==> src/rtl/fpu_op_sequencer_if.sv <==
// fpu_op_sequencer_if
// Bundles the execute-stage request/response signals and the sub-unit bus
// of the FPU operation sequencer.
//   master : execute stage plus sub-units (drives requests and unit results)
//   slave  : the sequencer itself
// Request side : i_ena, i_unit, i_w32, i_a, i_b, i_flush
// Response side: o_busy, o_ready, o_result, o_ex, o_timeout
// Unit side    : o_u_ena, o_u_a, o_u_b, o_u_w32, i_u_valid, i_u_result, i_u_ex
interface fpu_op_sequencer_if #(
  parameter int NUM_UNITS = 5
);
  logic                     i_ena;
  logic [NUM_UNITS-1:0]     i_unit;
  logic                     i_w32;
  logic [63:0]              i_a;
  logic [63:0]              i_b;
  logic                     i_flush;
  logic                     o_busy;
  logic                     o_ready;
  logic [63:0]              o_result;
  logic [4:0]               o_ex;
  logic                     o_timeout;
  logic [NUM_UNITS-1:0]     o_u_ena;
  logic [63:0]              o_u_a;
  logic [63:0]              o_u_b;
  logic                     o_u_w32;
  logic [NUM_UNITS-1:0]     i_u_valid;
  logic [NUM_UNITS*64-1:0]  i_u_result;
  logic [NUM_UNITS*5-1:0]   i_u_ex;

  modport master (
    output i_ena, i_unit, i_w32, i_a, i_b, i_flush,
    output i_u_valid, i_u_result, i_u_ex,
    input  o_busy, o_ready, o_result, o_ex, o_timeout,
    input  o_u_ena, o_u_a, o_u_b, o_u_w32
  );

  modport slave (
    input  i_ena, i_unit, i_w32, i_a, i_b, i_flush,
    input  i_u_valid, i_u_result, i_u_ex,
    output o_busy, o_ready, o_result, o_ex, o_timeout,
    output o_u_ena, o_u_a, o_u_b, o_u_w32
  );
endinterface

==> src/rtl/fpu_op_sequencer.sv <==
// fpu_op_sequencer
// Runs one double-precision FPU operation at a time on one of the River FPU
// sub-units (fadd=0, fdiv=1, fmul=2, d2l=3, l2d=4). Latches the operands,
// pulses the selected unit's enable for one cycle, waits for its valid and
// hands result plus IEEE flags back with a one-cycle o_ready pulse.
// Ports:
//   i_clk : clock
//   i_rst : asynchronous active-high reset
//   bus   : request/response and sub-unit signals (fpu_op_sequencer_if.slave)
// Flushed operations leave a drain bit for their unit so that a late valid
// from the aborted operation can never be mistaken for a new result.
module fpu_op_sequencer #(
  parameter int NUM_UNITS = 5,
  parameter int TIMEOUT_W = 7
) (
  input  logic               i_clk,
  input  logic               i_rst,
  fpu_op_sequencer_if.slave  bus
);

  localparam logic [4:0] EX_INVALID = 5'b10000;

  typedef enum logic [1:0] {
    ST_IDLE,
    ST_ISSUE,
    ST_WAIT,
    ST_DONE
  } state_t;

  state_t               state_q, state_d;
  logic [NUM_UNITS-1:0] sel_q, sel_d;
  logic [NUM_UNITS-1:0] drain_q, drain_d, drain_set;
  logic [TIMEOUT_W-1:0] wdog_q, wdog_d, wdog_inc;
  logic [63:0]          u_a_q, u_a_d;
  logic [63:0]          u_b_q, u_b_d;
  logic                 u_w32_q, u_w32_d;
  logic [63:0]          result_q, result_d;
  logic [4:0]           ex_q, ex_d;
  logic                 tmo_q, tmo_d;

  logic                 unit_onehot;
  logic                 sel_valid;
  logic [63:0]          sel_result;
  logic [4:0]           sel_ex;

  // A legal request names exactly one unit: non-zero with a single bit set.
  assign unit_onehot = (bus.i_unit != '0) &&
                       ((bus.i_unit & (bus.i_unit - {{(NUM_UNITS-1){1'b0}}, 1'b1})) == '0);

  assign sel_valid = |(bus.i_u_valid & sel_q);
  assign wdog_inc  = wdog_q + {{(TIMEOUT_W-1){1'b0}}, 1'b1};

  // sel is one-hot while waiting, so OR-ing the selected slices is a mux.
  always_comb begin
    sel_result = '0;
    sel_ex     = '0;
    for (int k = 0; k < NUM_UNITS; k++) begin
      if (sel_q[k]) begin
        sel_result = sel_result | bus.i_u_result[64*k +: 64];
        sel_ex     = sel_ex | bus.i_u_ex[5*k +: 5];
      end
    end
  end

  always_comb begin
    state_d   = state_q;
    sel_d     = sel_q;
    drain_set = '0;
    wdog_d    = wdog_q;
    u_a_d     = u_a_q;
    u_b_d     = u_b_q;
    u_w32_d   = u_w32_q;
    result_d  = result_q;
    ex_d      = ex_q;
    tmo_d     = tmo_q;

    case (state_q)
      ST_IDLE: begin
        if (bus.i_ena) begin
          if (!unit_onehot) begin
            result_d = '0;
            ex_d     = EX_INVALID;
            tmo_d    = 1'b0;
            state_d  = ST_DONE;
          end else if ((bus.i_unit & drain_q) == '0) begin
            // A unit still draining a flushed op is simply not accepted;
            // the requester keeps i_ena high until it goes through.
            u_a_d   = bus.i_a;
            u_b_d   = bus.i_b;
            u_w32_d = bus.i_w32;
            sel_d   = bus.i_unit;
            tmo_d   = 1'b0;
            state_d = ST_ISSUE;
          end
        end
      end

      ST_ISSUE: begin
        wdog_d = '0;
        if (bus.i_flush) begin
          drain_set = sel_q;
          state_d   = ST_IDLE;
        end else begin
          state_d = ST_WAIT;
        end
      end

      ST_WAIT: begin
        wdog_d = wdog_inc;
        if (bus.i_flush) begin
          // A valid in the flush cycle completes the unit, nothing to drain.
          if (!sel_valid) begin
            drain_set = sel_q;
          end
          state_d = ST_IDLE;
        end else if (sel_valid) begin
          result_d = sel_result;
          ex_d     = sel_ex;
          state_d  = ST_DONE;
        end else if (&wdog_inc) begin
          result_d = '0;
          ex_d     = EX_INVALID;
          tmo_d    = 1'b1;
          state_d  = ST_DONE;
        end
      end

      ST_DONE: begin
        state_d = ST_IDLE;
      end

      default: begin
        state_d = ST_IDLE;
      end
    endcase

    drain_d = (drain_q & ~bus.i_u_valid) | drain_set;
  end

  always_ff @(posedge i_clk or posedge i_rst) begin
    if (i_rst) begin
      state_q  <= ST_IDLE;
      sel_q    <= '0;
      drain_q  <= '0;
      wdog_q   <= '0;
      u_a_q    <= '0;
      u_b_q    <= '0;
      u_w32_q  <= 1'b0;
      result_q <= '0;
      ex_q     <= '0;
      tmo_q    <= 1'b0;
    end else begin
      state_q  <= state_d;
      sel_q    <= sel_d;
      drain_q  <= drain_d;
      wdog_q   <= wdog_d;
      u_a_q    <= u_a_d;
      u_b_q    <= u_b_d;
      u_w32_q  <= u_w32_d;
      result_q <= result_d;
      ex_q     <= ex_d;
      tmo_q    <= tmo_d;
    end
  end

  assign bus.o_u_ena   = (state_q == ST_ISSUE) ? sel_q : '0;
  assign bus.o_ready   = (state_q == ST_DONE);
  assign bus.o_timeout = (state_q == ST_DONE) && tmo_q;
  assign bus.o_busy    = (state_q != ST_IDLE) || (drain_q != '0);
  assign bus.o_result  = result_q;
  assign bus.o_ex      = ex_q;
  assign bus.o_u_a     = u_a_q;
  assign bus.o_u_b     = u_b_q;
  assign bus.o_u_w32   = u_w32_q;

endmodule

==> src/flat_wrapper.sv <==
// flat-port wrapper written by rule: the top's interface ports become plain ports
module fpu_op_sequencer_flat 
#(
  parameter int NUM_UNITS = 5,
  parameter int TIMEOUT_W = 7
)
  (i_clk, i_rst, bus_i_ena, bus_i_unit, bus_i_w32, bus_i_a, bus_i_b, bus_i_flush, bus_i_u_valid, bus_i_u_result, bus_i_u_ex, bus_o_busy, bus_o_ready, bus_o_result, bus_o_ex, bus_o_timeout, bus_o_u_ena, bus_o_u_a, bus_o_u_b, bus_o_u_w32);
  fpu_op_sequencer_if #(.NUM_UNITS(NUM_UNITS)) bus_i ();
  input  logic i_clk;
  input  logic i_rst;
  input wire logic [$bits(bus_i.i_ena)-1:0] bus_i_ena;
  input wire logic [$bits(bus_i.i_unit)-1:0] bus_i_unit;
  input wire logic [$bits(bus_i.i_w32)-1:0] bus_i_w32;
  input wire logic [$bits(bus_i.i_a)-1:0] bus_i_a;
  input wire logic [$bits(bus_i.i_b)-1:0] bus_i_b;
  input wire logic [$bits(bus_i.i_flush)-1:0] bus_i_flush;
  input wire logic [$bits(bus_i.i_u_valid)-1:0] bus_i_u_valid;
  input wire logic [$bits(bus_i.i_u_result)-1:0] bus_i_u_result;
  input wire logic [$bits(bus_i.i_u_ex)-1:0] bus_i_u_ex;
  output wire logic [$bits(bus_i.o_busy)-1:0] bus_o_busy;
  output wire logic [$bits(bus_i.o_ready)-1:0] bus_o_ready;
  output wire logic [$bits(bus_i.o_result)-1:0] bus_o_result;
  output wire logic [$bits(bus_i.o_ex)-1:0] bus_o_ex;
  output wire logic [$bits(bus_i.o_timeout)-1:0] bus_o_timeout;
  output wire logic [$bits(bus_i.o_u_ena)-1:0] bus_o_u_ena;
  output wire logic [$bits(bus_i.o_u_a)-1:0] bus_o_u_a;
  output wire logic [$bits(bus_i.o_u_b)-1:0] bus_o_u_b;
  output wire logic [$bits(bus_i.o_u_w32)-1:0] bus_o_u_w32;
  assign bus_i.i_ena = bus_i_ena;
  assign bus_i.i_unit = bus_i_unit;
  assign bus_i.i_w32 = bus_i_w32;
  assign bus_i.i_a = bus_i_a;
  assign bus_i.i_b = bus_i_b;
  assign bus_i.i_flush = bus_i_flush;
  assign bus_i.i_u_valid = bus_i_u_valid;
  assign bus_i.i_u_result = bus_i_u_result;
  assign bus_i.i_u_ex = bus_i_u_ex;
  assign bus_o_busy = bus_i.o_busy;
  assign bus_o_ready = bus_i.o_ready;
  assign bus_o_result = bus_i.o_result;
  assign bus_o_ex = bus_i.o_ex;
  assign bus_o_timeout = bus_i.o_timeout;
  assign bus_o_u_ena = bus_i.o_u_ena;
  assign bus_o_u_a = bus_i.o_u_a;
  assign bus_o_u_b = bus_i.o_u_b;
  assign bus_o_u_w32 = bus_i.o_u_w32;
  fpu_op_sequencer #(.NUM_UNITS(NUM_UNITS), .TIMEOUT_W(TIMEOUT_W)) u_core (.i_clk(i_clk), .i_rst(i_rst), .bus(bus_i));
endmodule
==> config.mk <==
export PLATFORM = sky130hd
export DESIGN_NAME = fpu_op_sequencer_flat
export DESIGN_NICKNAME = d
export VERILOG_FILES = /design/src/rtl/fpu_op_sequencer_if.sv /design/src/rtl/fpu_op_sequencer.sv /design/src/flat_wrapper.sv
export SDC_FILE = /design/constraint.sdc
export NUM_CORES = 1
export LEC_CHECK = 0
export ABC_AREA = 1
export CAP_MARGIN = 10
export CELL_PAD_IN_SITES_DETAIL_PLACEMENT = 1
export CELL_PAD_IN_SITES_GLOBAL_PLACEMENT = 2
export CORE_AREA = 2 2 269 271
export CTS_CLUSTER_DIAMETER = 200
export DETAILED_ROUTE_END_ITERATION = 6
export DIE_AREA = 0 0 271 273
export GPL_ROUTABILITY_DRIVEN = 0
export GPL_TIMING_DRIVEN = 0
export PLACE_DENSITY = 0.65
export REMOVE_ABC_BUFFERS = 1
export SLEW_MARGIN = 5
export SYNTH_ARGS = -nofsm -noshare
export SYNTH_HDL_FRONTEND = slang
export SYNTH_SLANG_ARGS = --single-unit
==> constraint.sdc <==
create_clock -name i_clk -period 8.2 [get_ports i_clk]
set_input_delay 1.64 -clock i_clk [delete_from_list [all_inputs] [get_ports i_clk]]
set_output_delay 1.64 -clock i_clk [all_outputs]
set_load 0.02 [all_outputs]
Word-level counts from Yosys, hierarchy flattened
Cells that the tools add are included.
{"block": "classes", "n_reduce_logical": 17, "n_mux": 43, "bitwise": 14, "addsub": 2, "n_eq_ne": 11}
{"operator": "$mux W64", "count": 10}
{"operator": "$or A64 B64 Y64", "count": 4}
{"operator": "$pmux W64 S2", "count": 1}
{"operator": "$mux W5", "count": 14}
{"operator": "$or A5 B5 Y5", "count": 5}
{"operator": "$and A5 B5 Y5", "count": 4}
{"operator": "$pmux W5 S2", "count": 2}
{"operator": "$mux W2", "count": 7}
{"operator": "$pmux W7 S2", "count": 1}
{"operator": "$logic_not A5 Y1", "count": 2}
{"operator": "$reduce_bool A5 Y1", "count": 2}
{"operator": "$ne A2 B2 Y1 const B", "count": 4}
{"operator": "$pmux W2 S4", "count": 1}
{"operator": "$add A7 B1 Y7 const B", "count": 1}
{"operator": "$reduce_and A7 Y1", "count": 1}
{"operator": "$mux W1", "count": 6}
{"operator": "$reduce_and A6 Y1", "count": 1}
{"operator": "$reduce_bool A2 Y1", "count": 3}
{"operator": "$not A5 Y5", "count": 1}
{"operator": "$reduce_and A5 Y1", "count": 1}
{"operator": "$reduce_or A5 Y1", "count": 1}
{"operator": "$sub A5 B1 Y5 const B", "count": 1}
{"operator": "$eq A2 B2 Y1 const B", "count": 2}
{"operator": "$ne A4 B2 Y1 const B", "count": 1}
{"operator": "other kinds (10)", "count": 11}
{"block": "word_totals", "regBits": 218, "output_inout_bits": 206, "wordCells": 97, "inputBits": 488}

Depth between registers and ports, before layout
{"block": "depth", "ltp_word": 12, "mapped_depth": 15, "depth_no_buf": 11}

Worst setup path after synthesis
No wires, ideal clock.
{"block": "synth_timing", "path_kind": "input to register", "from": "input bus_i_unit[1]", "to": "register u_core.u_a_q[14] (netlist: u_core.bus.o_u_a[14])", "setup_ns": 0.123, "cell_stages": 10, "n_path_buf": 2, "required_ns": 8.077, "arrival_time_ns": 2.734, "setup_slack_ns": 5.343, "cell_sequence": "nor2_1 nand2_1 xor2_1 nand2_1 inv_2 nand2_1 buf_2 clkbuf_1 o21ai_0 nand2_1"}
{"block": "synth_via", "elab_chain_cells": 5, "word_cells_on_any_way": 8, "classes_between": "add/sub: 1; bitwise: 2; reduce/logical: 5"}
{"element": "start: declaration", "line": "flat_wrapper.sv:12", "rtl": "input wire logic [$bits(bus_i.i_unit)-1:0] bus_i_unit;"}
{"element": "$sub A5 B1 Y5", "line": "fpu_op_sequencer.sv:48", "rtl": "((bus.i_unit & (bus.i_unit - {{(NUM_UNITS-1){1'b0}}, 1'b1})) == '0);"}
{"element": "$and A5 B5 Y5", "line": "fpu_op_sequencer.sv:48"}
{"element": "$logic_not A5 Y1", "line": "fpu_op_sequencer.sv:48"}
{"element": "$logic_and A1 B1 Y1", "line": "fpu_op_sequencer.sv:47", "rtl": "assign unit_onehot = (bus.i_unit != '0) &&"}
{"element": "$reduce_and A4 Y1 (no source line) (*)"}
{"element": "end signal: assignment", "line": "fpu_op_sequencer.sv:157", "rtl": "u_a_q <= u_a_d;"}
{"element": "end: declaration", "line": "fpu_op_sequencer.sv:34", "rtl": "logic [63:0] u_a_q, u_a_d;"}
Mark *: on every way between the ends. The rest lies on a longest branch, timed or not.
A chain may end at the register's enable or synchronous reset.

Final worst setup path
{"block": "layout_timing", "from": "input bus_i_unit[3]", "to": "register u_core.u_b_q[26] (netlist: u_core.bus.o_u_b[26])"}
{"block": "layout_via", "elab_chain_cells": 5, "word_cells_on_any_way": 8, "classes_between": "add/sub: 1; bitwise: 2; reduce/logical: 5"}
{"element": "$sub A5 B1 Y5", "line": "fpu_op_sequencer.sv:48"}
{"element": "$and A5 B5 Y5", "line": "fpu_op_sequencer.sv:48"}
{"element": "$logic_not A5 Y1", "line": "fpu_op_sequencer.sv:48"}
{"element": "$logic_and A1 B1 Y1", "line": "fpu_op_sequencer.sv:47"}
{"element": "$reduce_and A4 Y1 (no source line) (*)"}
{"element": "end signal: assignment", "line": "fpu_op_sequencer.sv:158", "rtl": "u_b_q <= u_b_d;"}
{"element": "end: declaration", "line": "fpu_op_sequencer.sv:35", "rtl": "logic [63:0] u_b_q, u_b_d;"}
Marked as above.

==> impl_metrics.py <==
metrics = {
    "outcome": {
        "status": "completed",
    },
    "timing": {
        "min_period_ns": 4.376,
        "setup_viol": 0,
        "finalHoldViolCount": 0,
        "clock_skew_ns": 0.008834,
        "max_freq_mhz": 228.5,
        "slew_violations": 0,
        "fin_setup_tns_ns": 0,
        "period_share_pct": 53.37,
        "slew_headroom_pct": 38.64,
        "setup_slack_ns": 3.824,
        "grt_setup_unrepaired": "no",
        "tightest_slew_ns": 0.9182,
    },
    "placement": {
        "portBuffers": 693,
        "hpwl_um": 47040,
        "place_ws_ns": 3.097,
        "placed_area_mm2": 0.01918,
    },
    "route": {
        "route.vias.total": 12410,
        "via_per_inst": 4.101,
        "postRouteAntennaNets": 0,
        "wire_per_inst_um": 20.13,
        "drt_iter0_drc": 444,
        "dr.pass1.iters": 4,
        "drc": 0,
        "drt_wl_total_um": 60920,
    },
    "synthesis": {
        "ys_warn_count": 0,
        "yosysSeqAreaShare_pct": 48.78,
        "synth_seq_cells": 218,
        "syn_inst": 1421,
        "synth.distinct_cells": 28,
        "synthTopCellsByCount": "nand2_1 (581), dfrtp_1 (218), o21ai_0 (178)",
        "synthTopCellsByArea": "dfrtp_1 (49%), nand2_1 (19%), a22o_1 (11%)",
        "synth_edf_count": 0,
        "synth_area_per_cell_um2": 7.871,
        "async_flop_share_pct": 100.0,
        "yosysMostFrequentCell": "nand2_1",
        "yosys.area.top_type": "dfrtp_1",
        "synth_area_mm2": 0.01118,
        "synth-main-ff-cell": "dfrtp_1",
        "yosysTopAreaCellShare_pct": 48.78,
    },
    "clock_tree": {
        "clkSinkCount": 218,
        "post-cts-setup-buffer-count": 0,
        "cts_max_path_buffers": 3,
        "root_buffer": "clkbuf_16",
        "holdBufCountCts": 0,
        "cts_resized": 0,
        "numCtsBuffers": 30,
        "htreeDepth": 1,
        "clkTransAtPathRegs_ns": 0.06,
        "worst_skew_pair.late_latency_ns": 0.57,
        "cts_tree": "yes",
    },
    "job": {
        "cap_violations": 0,
    },
    "critical_path": {
        "cp.required_ns": 8.71,
        "cp.arrival_ns": 4.89,
        "worstSetupPathType": "primary input to register",
        "worstPathMaxFanout": 59,
        "reg2regPathDepth": 12,
        "startpoint_type": "primary input",
        "end_kind": "register",
    },
    "floorplan": {
        "rows": 98,
        "die_area_mm2": 0.07398,
        "core_area_mm2": 0.07100,
        "die_w_um": 271,
        "die_h_um": 273,
        "start_util_pct": 15.75,
        "io_pins": 694,
    },
    "grt": {
        "grtUsageTotal_pct": 15.75,
        "grt_pass1_vias": 13740,
        "antenna_found_initial": 5,
        "grt_pass1_wl_um": 88920,
        "grt_overflow": 0,
        "grt_max_degree": 138,
    },
    "cells_and_area": {
        "nets": 2546,
        "fillCellCount": 8193,
        "multi_input_area_mm2": 0.005111,
        "seq_area_mm2": 0.005474,
        "final_layout_size_suffix_gt1_share_pct": 3.954,
        "synthToLayoutAreaGrowth_pct": 81.60,
        "stdcell_area_mm2": 0.02031,
    },
    "power": {
        "leakagePower_nw": 8.824,
        "ir_worst_vdd_v": 0.0002543,
        "power_density_mw_per_mm2": 350.5,
    },
    "min_path": {
        "holdPathStages": 2,
        "hold_class": "register to register",
    },
}
[state kept, by name, summed over array words and instances (netlist names)]
register and flops:
u_core.sel_q 5, u_core.state_q 2, u_core.bus.o_ex 5, u_core.tmo_q 1, u_core.bus.o_u_a 64, u_core.bus.o_result 64
u_core.bus.o_u_b 64, u_core.drain_q 5, u_core.wdog_q 7, u_core.bus.o_u_w32 1
[layer usage]
| metal | up-vias | wire (µm) | GRT usage [%] |
|---|---|---|---|
| met5 | - | 13 | 0 |
| met4 | 2 | 1707 | 4.449 |
| met3 | 75 | 4426 | 3.884 |
| met2 | 467 | 31950 | 30.55 |
| met1 | 5901 | 22820 | 16.70 |
| li1 | 5965 | - | - |
[final timing paths]
| kind | startpoint | slack [ns] | to |
|---|---|---|---|
| setup / recovery | bus_i_unit[3] | 3.82 | u_core.bus.o_u_b[26] |
| hold / removal | u_core.bus.o_ex[4] | 0.48 | u_core.bus.o_ex[4] |
| setup reg to reg | u_core.state_q[1] | 4.93 | u_core.bus.o_u_b[26] |
| hold reg to reg | u_core.bus.o_ex[4] | 0.48 | u_core.bus.o_ex[4] |
| max in group asynchronous | i_rst | 5.78 | u_core.bus.o_ex[0] |
| min in group asynchronous | i_rst | 1.49 | u_core.bus.o_u_a[61] |
[through the flow]
stage,utilization (%),cells,hold WS (ns),power (mW)
after global placement,26.48,2957,0.4652,5.642
after CTS,28.60,3024,0.4831,7.304
after floorplan,-,1314,0.4733,3.651
after global routing,28.60,3025,0.5026,7.638
final,28.61,3026,0.4808,7.119
after detailed placement,27.01,2970,0.4657,5.730
[cells in the final DEF (no fill, tap or decap), drive strengths merged]
cell / instances
nor4: 1
nand2: 582
nand4: 1
ha: 6
a221oi: 1
nand3: 19
a21oi: 4
xor2: 4
o22ai: 5
clkbuf: 36
nand3b: 1
o21bai: 3
nor2: 85
bufinv: 8
inv: 38
clkinv: 9
diode: 2
a22o: 136
clkdlybuf4s50: 693
clkinvlp: 2
o21ai: 209
buf: 13
dfrtp: 218
[cell families (layout without fill, tap and decap cells)]
| kind of cell | after synthesis | after routing | synth area share (%) |
|---|---|---|---|
| AO/OA/AOI/OAI | 358 | 358 | 20.77 |
| buffers and inverters | 146 | 799 | 5.873 |
| adder cells (fa/ha/maj) | 6 | 6 | 0.6712 |
| flip-flops | 218 | 218 | 48.78 |
| AND/OR/NAND/NOR | 689 | 689 | 23.59 |
| XOR/XNOR | 4 | 4 | 0.3132 |
| other | 0 | 2 | 0 |
[area by class of cell]
type                       count  area share, %
antenna                        2        0.02464
clock buffer                  36          4.060
clock inverter                18          1.491
inverter                      39         0.7639
multi-input combinational   1057          25.16
sequential                   218          26.95
tap                          950          5.852
timing repair buffer         706          35.69
[worst max-delay path: stages]
cell and delay (ns):
clkdlybuf4s50_1 0.50, nand2_1 0.11, nand2_1 0.05, a21oi_1 0.21, nand3_4 0.63, nor2_4 0.97
buf_12 0.29, buf_12 0.23, nand2_1 0.12, nand2_1 0.08
[power breakdown]
group	switching [mW]	internal, mW	leakage (nW)
sequential	0.385	1.54	2.83
combinational	2.13	1.56	5.44
clock	0.546	0.962	0.551
Power figures use the tool's default switching activity.
